### config.mk
export PLATFORM = sky130hd
export DESIGN_NAME = sdram_rr_arbiter
export DESIGN_NICKNAME = d
export VERILOG_FILES = /design/src/rtl/sdram_rr_arbiter.sv
export SDC_FILE = /design/constraint.sdc
export NUM_CORES = 1
export LEC_CHECK = 0
export BUFFER_PORTS_ARGS = -buffer_cell sky130_fd_sc_hd__buf_2
export CAP_MARGIN = 30
export CORE_AREA = 2 2 124 126
export CTS_BUF_LIST = sky130_fd_sc_hd__clkbuf_16
export CTS_CLUSTER_DIAMETER = 60
export DETAILED_ROUTE_END_ITERATION = 7
export DIE_AREA = 0 0 126 128
export GPL_ROUTABILITY_DRIVEN = 0
export HOLD_SLACK_MARGIN = 0.02
export PLACE_DENSITY = 0.52
export SETUP_SLACK_MARGIN = 0.5
export SLEW_MARGIN = 20
export SYNTH_ARGS = -nofsm -noshare
export SYNTH_HDL_FRONTEND = slang
export SYNTH_SLANG_ARGS = --single-unit
### constraint.sdc
create_clock -name clk -period 2.6 [get_ports clk]
set_input_delay 0.39 -clock clk [delete_from_list [all_inputs] [get_ports clk]]
set_output_delay 0.39 -clock clk [all_outputs]
set_load 0.005 [all_outputs]
### src/rtl/sdram_rr_arbiter.sv
// Two-requester round-robin arbiter in front of one SDRAM controller command port.
// Commands pass through combinationally; an in-order tag FIFO routes read responses home.
module sdram_rr_arbiter #(
  parameter int unsigned ADDR_WIDTH      = 32,
  parameter int unsigned DATA_WIDTH      = 32,
  parameter int unsigned WORD_LEN        = DATA_WIDTH / 8,
  parameter int unsigned MAX_OUTSTANDING = 4
) (
  input  logic                  clk,
  input  logic                  rst_n,
  input  logic [WORD_LEN-1:0]   m0_wr,
  input  logic                  m0_rd,
  input  logic [ADDR_WIDTH-1:0] m0_addr,
  input  logic [DATA_WIDTH-1:0] m0_write_data,
  output logic                  m0_rdy,
  output logic                  m0_rvalid,
  output logic                  m0_error,
  output logic [DATA_WIDTH-1:0] m0_read_data,
  input  logic [WORD_LEN-1:0]   m1_wr,
  input  logic                  m1_rd,
  input  logic [ADDR_WIDTH-1:0] m1_addr,
  input  logic [DATA_WIDTH-1:0] m1_write_data,
  output logic                  m1_rdy,
  output logic                  m1_rvalid,
  output logic                  m1_error,
  output logic [DATA_WIDTH-1:0] m1_read_data,
  output logic [WORD_LEN-1:0]   s_wr,
  output logic                  s_rd,
  output logic [ADDR_WIDTH-1:0] s_addr,
  output logic [DATA_WIDTH-1:0] s_write_data,
  input  logic                  s_rdy,
  input  logic                  s_rvalid,
  input  logic                  s_error,
  input  logic [DATA_WIDTH-1:0] s_read_data,
  output logic                  tag_err
);

  localparam int unsigned PtrW = (MAX_OUTSTANDING > 1) ? $clog2(MAX_OUTSTANDING) : 1;
  localparam int unsigned CntW = $clog2(MAX_OUTSTANDING + 1);
  localparam logic [CntW-1:0] CntMax = CntW'(MAX_OUTSTANDING);

  logic                       prio_q;
  logic                       last_id_q;
  logic                       tag_err_q;
  logic [PtrW-1:0]            wr_ptr_q, rd_ptr_q;
  logic [CntW-1:0]            count_q, count_d;
  logic [MAX_OUTSTANDING-1:0] tag_q;

  logic rd_only0, rd_only1, req0, req1, elig0, elig1, gnt0, gnt1;
  logic fifo_empty, fifo_full, rd_blocked, accept, push, pop, head;

  assign fifo_empty = (count_q == '0);
  assign fifo_full  = (count_q == CntMax);
  assign head       = tag_q[rd_ptr_q];
  assign pop        = s_rvalid & ~fifo_empty;
  // A pop in the same cycle frees a slot, so a full FIFO can still take a read.
  assign rd_blocked = fifo_full & ~pop;

  assign rd_only0 = m0_rd & ~(|m0_wr);
  assign rd_only1 = m1_rd & ~(|m1_wr);
  assign req0     = (|m0_wr) | m0_rd;
  assign req1     = (|m1_wr) | m1_rd;
  assign elig0    = req0 & ~(rd_only0 & rd_blocked);
  assign elig1    = req1 & ~(rd_only1 & rd_blocked);
  assign gnt0     = elig0 & (~elig1 | ~prio_q);
  assign gnt1     = elig1 & (~elig0 | prio_q);

  assign accept = (gnt0 | gnt1) & s_rdy;
  assign push   = accept & ((gnt0 & rd_only0) | (gnt1 & rd_only1));

  always_comb begin
    s_addr       = m0_addr;
    s_write_data = m0_write_data;
    s_wr         = '0;
    s_rd         = 1'b0;
    if (gnt1) begin
      s_addr       = m1_addr;
      s_write_data = m1_write_data;
    end
    if (rst_n) begin
      if (gnt0) begin
        s_wr = m0_wr;
        s_rd = rd_only0;
      end else if (gnt1) begin
        s_wr = m1_wr;
        s_rd = rd_only1;
      end
    end
  end

  assign m0_rdy = rst_n & gnt0 & s_rdy;
  assign m1_rdy = rst_n & gnt1 & s_rdy;

  assign m0_rvalid = rst_n & pop & ~head;
  assign m1_rvalid = rst_n & pop & head;

  // Errors with a response follow the tag; bare errors go to the last accepted requester.
  always_comb begin
    m0_error = 1'b0;
    m1_error = 1'b0;
    if (rst_n && s_error) begin
      if (s_rvalid) begin
        m0_error = pop & ~head;
        m1_error = pop & head;
      end else begin
        m0_error = ~last_id_q;
        m1_error = last_id_q;
      end
    end
  end

  assign m0_read_data = s_read_data;
  assign m1_read_data = s_read_data;
  assign tag_err      = tag_err_q;

  always_comb begin
    count_d = count_q;
    unique case ({push, pop})
      2'b10:   count_d = count_q + 1'b1;
      2'b01:   count_d = count_q - 1'b1;
      default: count_d = count_q;
    endcase
  end

  always_ff @(posedge clk or negedge rst_n) begin
    if (!rst_n) begin
      prio_q    <= 1'b0;
      last_id_q <= 1'b0;
      tag_err_q <= 1'b0;
      wr_ptr_q  <= '0;
      rd_ptr_q  <= '0;
      count_q   <= '0;
      tag_q     <= '0;
    end else begin
      if (accept) begin
        prio_q    <= gnt0;
        last_id_q <= gnt1;
      end
      if (push) begin
        tag_q[wr_ptr_q] <= gnt1;
        wr_ptr_q        <= wr_ptr_q + 1'b1;
      end
      if (pop) begin
        rd_ptr_q <= rd_ptr_q + 1'b1;
      end
      if (s_rvalid && fifo_empty) begin
        tag_err_q <= 1'b1;
      end
      count_q <= count_d;
    end
  end

endmodule
* Word-level counts from Yosys, hierarchy flattened
Index checks and enable logic that the tools add are counted.
Word-level totals: flip-flop bits (word level) 14, input bits 175, word-level logic and storage cells 82
Operators by class: $add $sub $neg 4, magnitude comparators 3, equality and inequality tests 3, mux-type cells 18, bitwise operators 40, reductions and logical operators 7
Operators with widths (count):
- 32-bit 2-to-1 mux | 2
- 1-bit bitwise AND | 23
- 4-bit 2-to-1 mux | 3
- 1-bit NOT | 11
- 1-bit 2-to-1 mux | 9
- 4-bit OR reduction | 2
- 2-bit by 3-bit less-than comparator with 1-bit output, second input constant | 2
- 1-bit OR | 6
- 3-bit one-hot mux with 2 select lines | 1
- 2-bit by 1-bit adder with 2-bit output, second input constant | 2
- 4-bit bitwise mux | 1
- 3-bit by 1-bit adder with 3-bit output, second input constant | 1
- 3-bit == test, second input constant | 1
- 1-bit logical AND | 3
- 3-bit zero test | 1
- 3-bit by 1-bit subtractor with 3-bit output, second input constant | 1
- 1-bit binary-select mux with 2-bit select | 1
- 1-bit demux with 2-bit select | 1
- 2-bit by 1-bit == test with 1-bit output, second input constant | 1
- 2-bit == test, second input constant | 1
- 2-bit by 1-bit greater-or-equal comparator with 1-bit output, second input constant | 1
- 2-bit nonzero test | 1

* Logic depth before layout (Yosys ltp)
Gate-level depths: netlist (run 1).
depth in word-level cells 16, mapped depth 10

* Worst setup path before layout (run 1)
No wires, ideal clock.
kind input to register, from in m1_wr[3], to reg count_q[2], arrival time 2.275 ns, data required time 2.475 ns, path slack 0.199 ns, cell stages on the path 10, buffers on the path 0, cell sequence nor4_1 o211ai_1 a211oi_1 inv_1 ha_1 inv_1 fa_1 xor2_1 nor2_1 xor2_1
Between the ends: cells in the longest elaborated chain, start to end 14, elaborated cells on any way between the ends 21
RTL lines:
- start, declared | RTL line 19 | input logic [WORD_LEN-1:0] m1_wr,
- 4-bit OR reduction * | RTL line 60, 62
- 1-bit NOT | RTL line 60 | assign rd_only1 = m1_rd & ~(|m1_wr);
- 1-bit bitwise AND | RTL line 60
- 1-bit bitwise AND | RTL line 64 | assign elig1 = req1 & ~(rd_only1 & rd_blocked);
- 1-bit NOT | RTL line 64
- 1-bit bitwise AND | RTL line 64
- 1-bit NOT | RTL line 65 | assign gnt0 = elig0 & (~elig1 | ~prio_q);
- 1-bit OR | RTL line 65
- 1-bit bitwise AND | RTL line 65
- 1-bit OR / 1-bit bitwise AND (equally long branches) | RTL line 68, 69
- 1-bit bitwise AND / 1-bit OR (equally long branches) | RTL line 68, 69
- 1-bit bitwise AND * | RTL line 69 | assign push = accept & ((gnt0 & rd_only0) | (gnt1 & rd_only1));
- 2-bit by 1-bit == test with 1-bit output / 2-bit == test (equally long branches) | RTL line 118 | unique case ({push, pop})
- 3-bit one-hot mux with 2 select lines / 2-bit nonzero test (equally long branches)
- end signal, assigned | RTL line 149 | count_q <= count_d;
- end, declared | RTL line 46 | logic [CntW-1:0] count_q, count_d;
Mark *: on every way between the ends. The rest lies on a longest branch, timed or not. A chain may end at the register's enable or synchronous reset.

* Worst setup path in the final report (run 1)
from reg count_q[1], to out s_write_data[28]
Between the ends: cells in the longest elaborated chain, start to end 12, elaborated cells on any way between the ends 16
RTL lines:
- 3-bit zero test | RTL line 52 | assign fifo_empty = (count_q == '0);
- 1-bit NOT | RTL line 55 | assign pop = s_rvalid & ~fifo_empty;
- 1-bit bitwise AND | RTL line 55
- 1-bit NOT | RTL line 57 | assign rd_blocked = fifo_full & ~pop;
- 1-bit bitwise AND * | RTL line 57
- 1-bit bitwise AND | RTL line 63 | assign elig0 = req0 & ~(rd_only0 & rd_blocked);
- 1-bit NOT | RTL line 63
- 1-bit bitwise AND | RTL line 63
- 1-bit NOT | RTL line 66 | assign gnt1 = elig1 & (~elig0 | prio_q);
- 1-bit OR | RTL line 66
- 1-bit bitwise AND * | RTL line 66
- 32-bit 2-to-1 mux * | RTL line 76 | if (gnt1) begin
- end, declared | RTL line 30 | output logic [DATA_WIDTH-1:0] s_write_data,
Marked as above.

==> flow_summary.ini, run 1 <==
[routing]
drt-pass1-iter-count = 4
drt-wirelength-per-cell_um = 16.1
drt_drc_violations_left = 0
antenna_violating_nets_post_route = 0
drtIter0Drc = 72
num_vias = 2273
wirelength_um = 9430
number_of_vias_per_cell_after_detailed_routing = 3.87

[pwr]
p_per_area_mw_per_mm2 = 510
ir_worst_vdd_uv = 380
total_leakage_power_uw = 0.00178
fin_total_pwr_uw = 1760

[floorplan]
row_count = 45
die_height_um = 128
design.die.area_sq_mm = 0.0161
floorplan.initialDensity_pct = 14.8
io_pins = 315
die-width_um = 126
floorplan.core_area_sq_mm = 0.0149

[sta]
timing.max_slew.rel_slack_pct = 67.4
finalHoldViolations = 0
timing.fmax_ghz = 0.389
worstMarginPinSlew_ps = 487
timing.hold.ws_ps = 118
final_period_minus_worst_setup_slack_ps = 2570
rsz0062_at_grt = yes
finalSetupTns_ps = 0
final_min_period_over_clock_period_pct = 99.0
slew_viol_final = 0
final-setup-viol-count = 0
timing.clock.skew_ps = 1.44

[layout]
filler_cell_count_in_the_final_layout = 1628
area_growth_syn_to_layout_pct = 56.6
area_of_all_placed_cells_without_fillers_sq_mm = 0.00344
diodes = 0
post_route_cells_drive_above_1_share_pct = 80.7
fin_nets = 581

[clocking]
tritoncts_clock_tree = built
clock_path_buffers = 2
cts_num_sinks = 14
clk_transition_reported_paths_ps = 50
cts_root_buffer = sky130_fd_sc_hd__clkbuf_16
worstSkewPairLatency_ps = 240
cts-htree-levels = 1
cts-buffers-inserted = 3

[synthesis]
synth.distinct_cells = 38
synthesis.yosys.warnings = 0
synth_area_per_cell_sq_um = 9.48
synth_seq_cells = 14
netlist_area_sq_mm = 0.00220
synth.cells.most_frequent = 64 x sky130_fd_sc_hd__buf_4, 57 x sky130_fd_sc_hd__mux2_2, 15 x sky130_fd_sc_hd__inv_1
post_synth_main_area_contributors = sky130_fd_sc_hd__mux2_2 29%, sky130_fd_sc_hd__buf_4 22%, sky130_fd_sc_hd__dfrtp_1 16%
ys.flop_type = sky130_fd_sc_hd__dfrtp_1
synth_top_cell_by_area = sky130_fd_sc_hd__mux2_2
yosysSeqAreaShare_pct = 15.9
synthArstFlopShare_pct = 100
yosysTopAreaCellShare_pct = 29.2
syn_inst = 232
synth_edf_count = 0
post-synth-top-count-cell = sky130_fd_sc_hd__buf_4
syn-num-nets = 413

[placed_design]
detailed_place.area_sq_mm = 0.00315
dp.final_hpwl_um = 8230
io_buffer_count = 218

[min_path]
kind_of_path_behind_the_tightest_hold_check = primary input to asynchronous set/reset pin

[worst_setup_path]
cp_data_required_time_ps = 2210
cp_data_arrival_time_ps = 2180
worstSetupEndpointType = output pin
setup.worst_path.class = flop to output pin
worst_setup_path_start_kind = flop
crit_path_max_fanout = 6

[global_route]
grt_pass1_wl_um = 12300
grt_remaining_overflow = 0
grt_antenna_before_repair = 0
grt_pass1_vias = 2142
grt.total_usage_pct = 10.2
grt_max_degree = 31

[run_status]
outcome = finished, final reports clean

[run]
max_cap_violations = 0
==> timing repair <==
item,4_1_cts,5_1_grt
endpoints found under the setup margin,73,76
gates resized for setup,10,25
gates cloned,0,0
hold buffers,0,0
setup buffers,3,4
pin swaps,2,1
==> worst paths after layout <==
| kind | start | end | slack [ps] | depth (start not counted) |
|---|---|---|---|---|
| hold reg to reg | tag_err | tag_err | 450 | 1 |
| hold / removal | rst_n | rd_ptr_q[0] | 120 | 2 |
| setup reg to reg | prio_q | count_q[2] | 380 | 10 |
| setup / recovery | count_q[1] | s_write_data[28] | 30 | 6 |
| max in group asynchronous | rst_n | prio_q | 2260 | 2 |
| min in group clk | tag_err | tag_err | 450 | 1 |
==> routing by layer <==
layer / routed length (um) / global-route usage (%) / vias up
li1: - / - / 1087
met1: 4290 / 14.3 / 999
met2: 3650 / 13.5 / 182
met3: 1420 / 5.88 / 5
met4: 72 / 1.75 / 0
met5: 0 / 0 / -
==> cell usage in the layout (no fill, tap or decap), types with 4 or more instances in the layout <==
cell | synthesis | final
sky130_fd_sc_hd__a32o_1 | 4 | 4
sky130_fd_sc_hd__buf_2 | 2 | 203
sky130_fd_sc_hd__buf_4 | 64 | 13
sky130_fd_sc_hd__buf_6 | 5 | 15
sky130_fd_sc_hd__dfrtp_1 | 14 | 13
sky130_fd_sc_hd__ha_1 | 5 | 4
sky130_fd_sc_hd__inv_1 | 15 | 13
sky130_fd_sc_hd__mux2_2 | 57 | 52
sky130_fd_sc_hd__mux2_4 | 0 | 13
sky130_fd_sc_hd__nand2_1 | 9 | 9
sky130_fd_sc_hd__xnor2_1 | 4 | 4
==> critical path, cell delays in order, from the launching register on <==
cell	delay [ps]
sky130_fd_sc_hd__dfrtp_1	400
sky130_fd_sc_hd__or4b_4	570
sky130_fd_sc_hd__a21oi_4	190
sky130_fd_sc_hd__o21ai_4	130
sky130_fd_sc_hd__buf_6	180
sky130_fd_sc_hd__mux2_4	340
sky130_fd_sc_hd__buf_6	130
==> report_power, final <==
part           internal [uW]  switching [uW]
combinational            628             463
sequential               299            74.3
clock                    203            88.5
==> area by class of cell <==
cell class / count / area (sq um) / share of cell area (%)
multi-input cells: 132 / 1380 / 40.2
flip-flops and latches: 14 / 352 / 10.2
inverters: 15 / 56.3 / 1.64
clock inverters: 1 / 3.75 / 0.109
repair buffers: 234 / 1340 / 38.8
well taps: 188 / 235 / 6.83
clock buffers: 3 / 75.1 / 2.18
==> per-stage QoR <==
step	util (%)	setup WS, ps	instances
after floorplan	-	408	232
after global placement	21.2	137	576
after detailed placement	21.2	123	576
after CTS	22.2	3.10	583
after global routing	23.2	-32.7	587
final	23.2	26.4	587
==> kinds of logic (layout without fill, tap and decap cells) <==
kind of cell,Yosys count,count (layout),share of synthesized area [%]
AOI/OAI and AO/OA,25,25,8.71
xor gates and xnor gates,6,6,2.39
adders and majority gates,6,6,3.76
buffers and inverters,86,253,27.4
DFF,14,14,15.9
muxes,67,67,34.8
and+or+nand+nor,28,28,7.00
==> flip-flops by register name, indices dropped and copies added, names as in the netlist <==
name / count
count_q: 3
wr_ptr_q: 2
prio_q: 1
tag_err: 1
last_id_q: 1
tag_q: 4
rd_ptr_q: 2
(Power assumes the default switching activity.)
==> run 2: changes to the inputs <==
CTS_BUF_LIST = not set   (was sky130_fd_sc_hd__clkbuf_16)
==> flow_summary.ini, run 2 (synthesis results as in run 1) <==
[worst_setup_path]
r2r-start = count_q[0]
worstSetupEndpointType = output pin
critical-path-top-cell-by-count = sky130_fd_sc_hd__buf_6
critical_path.startpoint = count_q[1]
critPathSlowestCell = sky130_fd_sc_hd__or4b_4
cp_data_arrival_time_ps = 2190
setup.worst_path.class = flop to output pin
crit_path_max_fanout = 6
worst_setup_path_start_kind = flop
crit_path_cell_trace = or4b_4 > a21oi_4 > o21ai_4 > buf_6 > mux2_4 > buf_6
critPathMaxStageDelay_ps = 570
cp_data_required_time_ps = 2210

[routing]
num_vias = 2294
drt-wirelength-per-cell_um = 16.3
drtIter0Drc = 72
highest-signal-layer = met4
antenna_violating_nets_post_route = 0
drt-pass1-iter-count = 4
wirelength_um = 9570
wl_met3_um = 1440
route.layer.met1.wl_um = 4310
drt_drc_violations_left = 0
detailroute.wirelength.met2_um = 3720
number_of_vias_per_cell_after_detailed_routing = 3.89

[sta]
final-setup-viol-count = 0
rsz0062_at_grt = yes
timing.max_slew.rel_slack_pct = 75.6
final_period_minus_worst_setup_slack_ps = 2580
finalHoldViolations = 0
post-route-worst-setup-slack_ps = 21.3
final_min_period_over_clock_period_pct = 99.2
finalSetupTns_ps = 0
slew_viol_final = 0
timing.clock.skew_ps = 2.03
worstMarginPinSlew_ps = 366
timing.fmax_ghz = 0.388

[pwr]
p_per_area_mw_per_mm2 = 517
ir_worst_vdd_uv = 331
total_leakage_power_uw = 0.00179

[layout]
fin_nets = 583
reg.largest.list = tag_q (4), count_q (3)
filler_cell_count_in_the_final_layout = 1633
multi_input_area_sq_mm = 0.00138
final_common_cell = sky130_fd_sc_hd__buf_2
area_growth_syn_to_layout_pct = 57.7
area_of_all_placed_cells_without_fillers_sq_mm = 0.00347
post_route_cells_drive_above_1_share_pct = 80.5
layout.core_utilization_pct = 23.3
seqCellArea_sq_um = 352
largest_reg_flops = 4
largest_register = tag_q
most-common-layout-cells = 203 x sky130_fd_sc_hd__buf_2, 52 x sky130_fd_sc_hd__mux2_2, 15 x sky130_fd_sc_hd__buf_6, 15 x sky130_fd_sc_hd__buf_4, 14 x sky130_fd_sc_hd__inv_1
diodes = 0

[floorplan]
floorplan.core_area_sq_mm = 0.0149
row_count = 45
floorplan.initialDensity_pct = 14.8
die_height_um = 128
design.die.area_sq_mm = 0.0161
io_pins = 315
die-width_um = 126

[clocking]
worstSkewPairLatency_ps = 240
cts_num_sinks = 14
cts.hold.buffers_added = 0
tritoncts_clock_tree = built
cts-buffers-inserted = 3
clock_path_buffers = 2
cts_root_buffer = sky130_fd_sc_hd__clkbuf_16
clk_transition_reported_paths_ps = 50
cts-htree-levels = 1

[placed_design]
detailed_place.area_sq_mm = 0.00315
dp.final_hpwl_um = 8230
preCtsSetupSlack_ps = 123
io_buffer_count = 218

[global_route]
grt.total_usage_pct = 10.3
grt_antenna_before_repair = 0
grt_max_degree = 31
grt_remaining_overflow = 0
grt_pass1_wl_um = 12500
grt_pass1_vias = 2177

[run_status]
outcome = finished, final reports clean

[min_path]
kind_of_path_behind_the_tightest_hold_check = primary input to asynchronous set/reset pin

[run]
max_cap_violations = 0
==> run 2: worst max-delay path, delay by kind of cell (launching register included) <==
family	cells	cell delay, ps
compound gates	2	320
buf+inv	2	310
flops	1	400
mux	1	340
simple gates	1	570
==> run 2: layout make-up <==
type	count	share of cell area, %
inverter	15	1.62
multi-input combinational	132	39.9
tap	188	6.78
sequential	14	10.1
clock buffer	4	2.56
timing repair buffer	236	39.0
==> run 2: path summary, 6_finish.rpt <==
kind	to	slack, ps	depth (start not counted)
setup / recovery	s_write_data[28]	20	6
hold / removal	count_q[1]	120	2
setup reg to reg	count_q[2]	370	10
hold reg to reg	tag_err	450	1
max in group asynchronous	prio_q	2260	2
min in group clk	tag_err	450	1
==> run 2: routing by layer <==
| layer | vias to the layer above | GRT usage (%) |
|---|---|---|
| met5 | - | 0 |
| met4 | 0 | 2.00 |
| met3 | 7 | 5.88 |
| met2 | 186 | 13.8 |
| met1 | 1012 | 14.4 |
| li1 | 1089 | - |
==> run 2: per-stage QoR <==
step                      total power (uW)  cells  hold slack (ps)
final                                 1790    589              116
after CTS                             1750    587              123
after global placement                1360    576              381
after detailed placement              1370    576              381
after global routing                  1920    589              155
after floorplan                       1020    232             94.4
==> run 2: power by group <==
part	total [uW]	internal, uW	leakage, uW	switching, uW
Clock	322	233	0.0000442	88.6
Sequential	373	299	0.000152	74.0
Combinational	1100	632	0.00160	466
Total	1790	1160	0.00179	628
==> run 2: timing repair <==
item / 4_1_cts / 5_1_grt
hold endpoints to repair: 0 / 0
setup buffers: 7 / 2
resized for setup: 11 / 22
endpoints found under the setup margin: 73 / 76
pin swaps: 1 / 1
==> run 3: changes to the inputs <==
PLACE_DENSITY = not set   (was 0.52)
RECOVER_POWER = 100   (was not set)
==> flow_summary.ini, run 3 (synthesis results as in run 1) <==
[placed_design]
dp.final_hpwl_um = 8560
placedCellCount = 573
detailed_place.area_sq_mm = 0.00311
io_buffer_count = 218

[global_route]
grt_pass1_vias = 2408
grt_max_degree = 33
grtUsageMet1_pct = 13.9
grt_antenna_before_repair = 0
grt_util_met3_pct = 7.26
grt.total_usage_pct = 11.8
global_route.usage.met2_pct = 19.2
grt_pass1_wl_um = 14300
globalRoute.busiestLayer = met2
grt_remaining_overflow = 0

[sta]
finalHoldViolations = 0
final-setup-viol-count = 0
timing.fmax_ghz = 0.386
timing.clock.skew_ps = 1.18
slew_viol_final = 0
finalSetupTns_ps = 0
final_min_period_over_clock_period_pct = 99.6
rsz0062_at_grt = yes
worstMarginPinSlew_ps = 1100
timing.max_slew.rel_slack_pct = 26.5
final_period_minus_worst_setup_slack_ps = 2590

[clocking]
cts-buffers-inserted = 3
tritoncts_clock_tree = built
cts_num_sinks = 14
cts.hold.buffers_added = 0
clock_path_buffers = 2
worstSkewPairLatency_ps = 240
clk_transition_reported_paths_ps = 50
cts_root_buffer = sky130_fd_sc_hd__clkbuf_16
cts-htree-levels = 1

[routing]
num_vias = 2430
drt_drc_violations_left = 0
drt-wirelength-per-cell_um = 18.1
number_of_vias_per_cell_after_detailed_routing = 4.03
antenna_violating_nets_post_route = 0
drt-pass1-iter-count = 5
wirelength_um = 10900
drtIter0Drc = 99

[pwr]
ir_worst_vdd_uv = 269
intPower_uw = 1250
pwr-share-comb_pct = 64.1
power.share.sequential_pct = 19.2
p_per_area_mw_per_mm2 = 520
power.switching_uw = 684
share_clk_of_total_power_pct = 16.7
total_leakage_power_uw = 0.00192
netSwitchingFraction_pct = 35.3

[run]
max_cap_violations = 0

[run_status]
outcome = finished, final reports clean

[worst_setup_path]
critPathSlowestCell = sky130_fd_sc_hd__or4b_4
crit_path_max_fanout = 16
worstSetupEndpointType = output pin
setup.reg_to_reg.worst_slack_ps = 270
crit_path_cell_trace = or4b_4 > a21oi_4 > o21ai_4 > buf_12 > mux2_4 > buf_6
cp_data_arrival_time_ps = 2200
cp_data_required_time_ps = 2210
critPathMaxStageDelay_ps = 570
worst_setup_path_start_kind = flop
setup.worst_path.class = flop to output pin

[layout]
reg.largest.list = tag_q (4), count_q (3)
instances_no_fill = 603
final_common_cell = sky130_fd_sc_hd__buf_2
largest_register = tag_q
most-common-layout-cells = 193 x sky130_fd_sc_hd__buf_2, 48 x sky130_fd_sc_hd__mux2_2, 26 x sky130_fd_sc_hd__buf_6, 25 x sky130_fd_sc_hd__buf_4, 17 x sky130_fd_sc_hd__mux2_4
fin_nets = 597
diodes = 0
post_route_cells_drive_above_1_share_pct = 81.9
largest_reg_flops = 4
area_growth_syn_to_layout_pct = 69.2
area_of_all_placed_cells_without_fillers_sq_mm = 0.00372

[floorplan]
die-width_um = 126
die_height_um = 128
floorplan.initialDensity_pct = 14.8
row_count = 45
floorplan.core_area_sq_mm = 0.0149
design.die.area_sq_mm = 0.0161
io_pins = 315

[min_path]
kind_of_path_behind_the_tightest_hold_check = primary input to asynchronous set/reset pin
[run 3: cell types whose count changed in the layout (fill, tap and decap cells not counted), sizes merged]
cell      previous run  this run
buf                236       248
clkbuf               4         6
clkinvlp             0         1
inv                 15        14
[run 3: layout make-up]
type                       count  area (sq um)
clock buffer                   4          88.8
fill                        1649         11100
inverter                      15          57.6
multi-input combinational    132          1430
sequential                    14           352
tap                          188           235
timing repair buffer         250          1550
[run 3: power groups by stage]
stage                     registers [uW]  logic, uW  clock network (uW)
after global routing                 386       1360                 335
after CTS                            370       1220                 328
after detailed placement             381        964                   0
final                                371       1240                 324
after floorplan                      363        660                   0
after global placement               380        952                   0
[run 3: critical path, delay by kind of cell (launching register included)]
kind | cells | cell delay (ps)
compound gates | 2 | 320
mux | 1 | 340
flops | 1 | 400
simple gates | 1 | 570
buf+inv | 2 | 320
[run 3: final timing paths]
kind / startpoint / end / depth (start not counted)
max: count_q[1] / s_write_data[23] / 6
max reg2reg: count_q[1] / count_q[1] / 9
min reg2reg: tag_err / tag_err / 1
min in group clk: tag_err / tag_err / 1
min: rst_n / tag_err / 2
max in group asynchronous: rst_n / prio_q / 2
[run 3: what timing repair did]
| action | CTS | global route |
|---|---|---|
| setup buffers | 19 | 4 |
| endpoints found under the hold margin | 0 | 0 |
| endpoints found under the setup margin | 73 | 77 |
| gates cloned | 2 | 1 |
| resized for setup | 59 | 8 |
| pin swaps | 11 | 3 |
[run 3: metrics by stage]
stage	hold slack, ps	util (%)	total power (uW)	worst slack (ps)
floorplan	94.4	-	1020	408
global placement	379	20.9	1330	104
detailed placement	380	20.9	1350	82.5
CTS	122	24.6	1920	-24.7
global route	472	25.0	2080	-78.2
finish	438	25.0	1940	9.38
[run 3: layer usage]
layer	vias to the layer above	wire length, um
met5	-	0
met4	0	57
met3	6	1730
met2	206	4860
met1	1102	4250
li1	1116	-
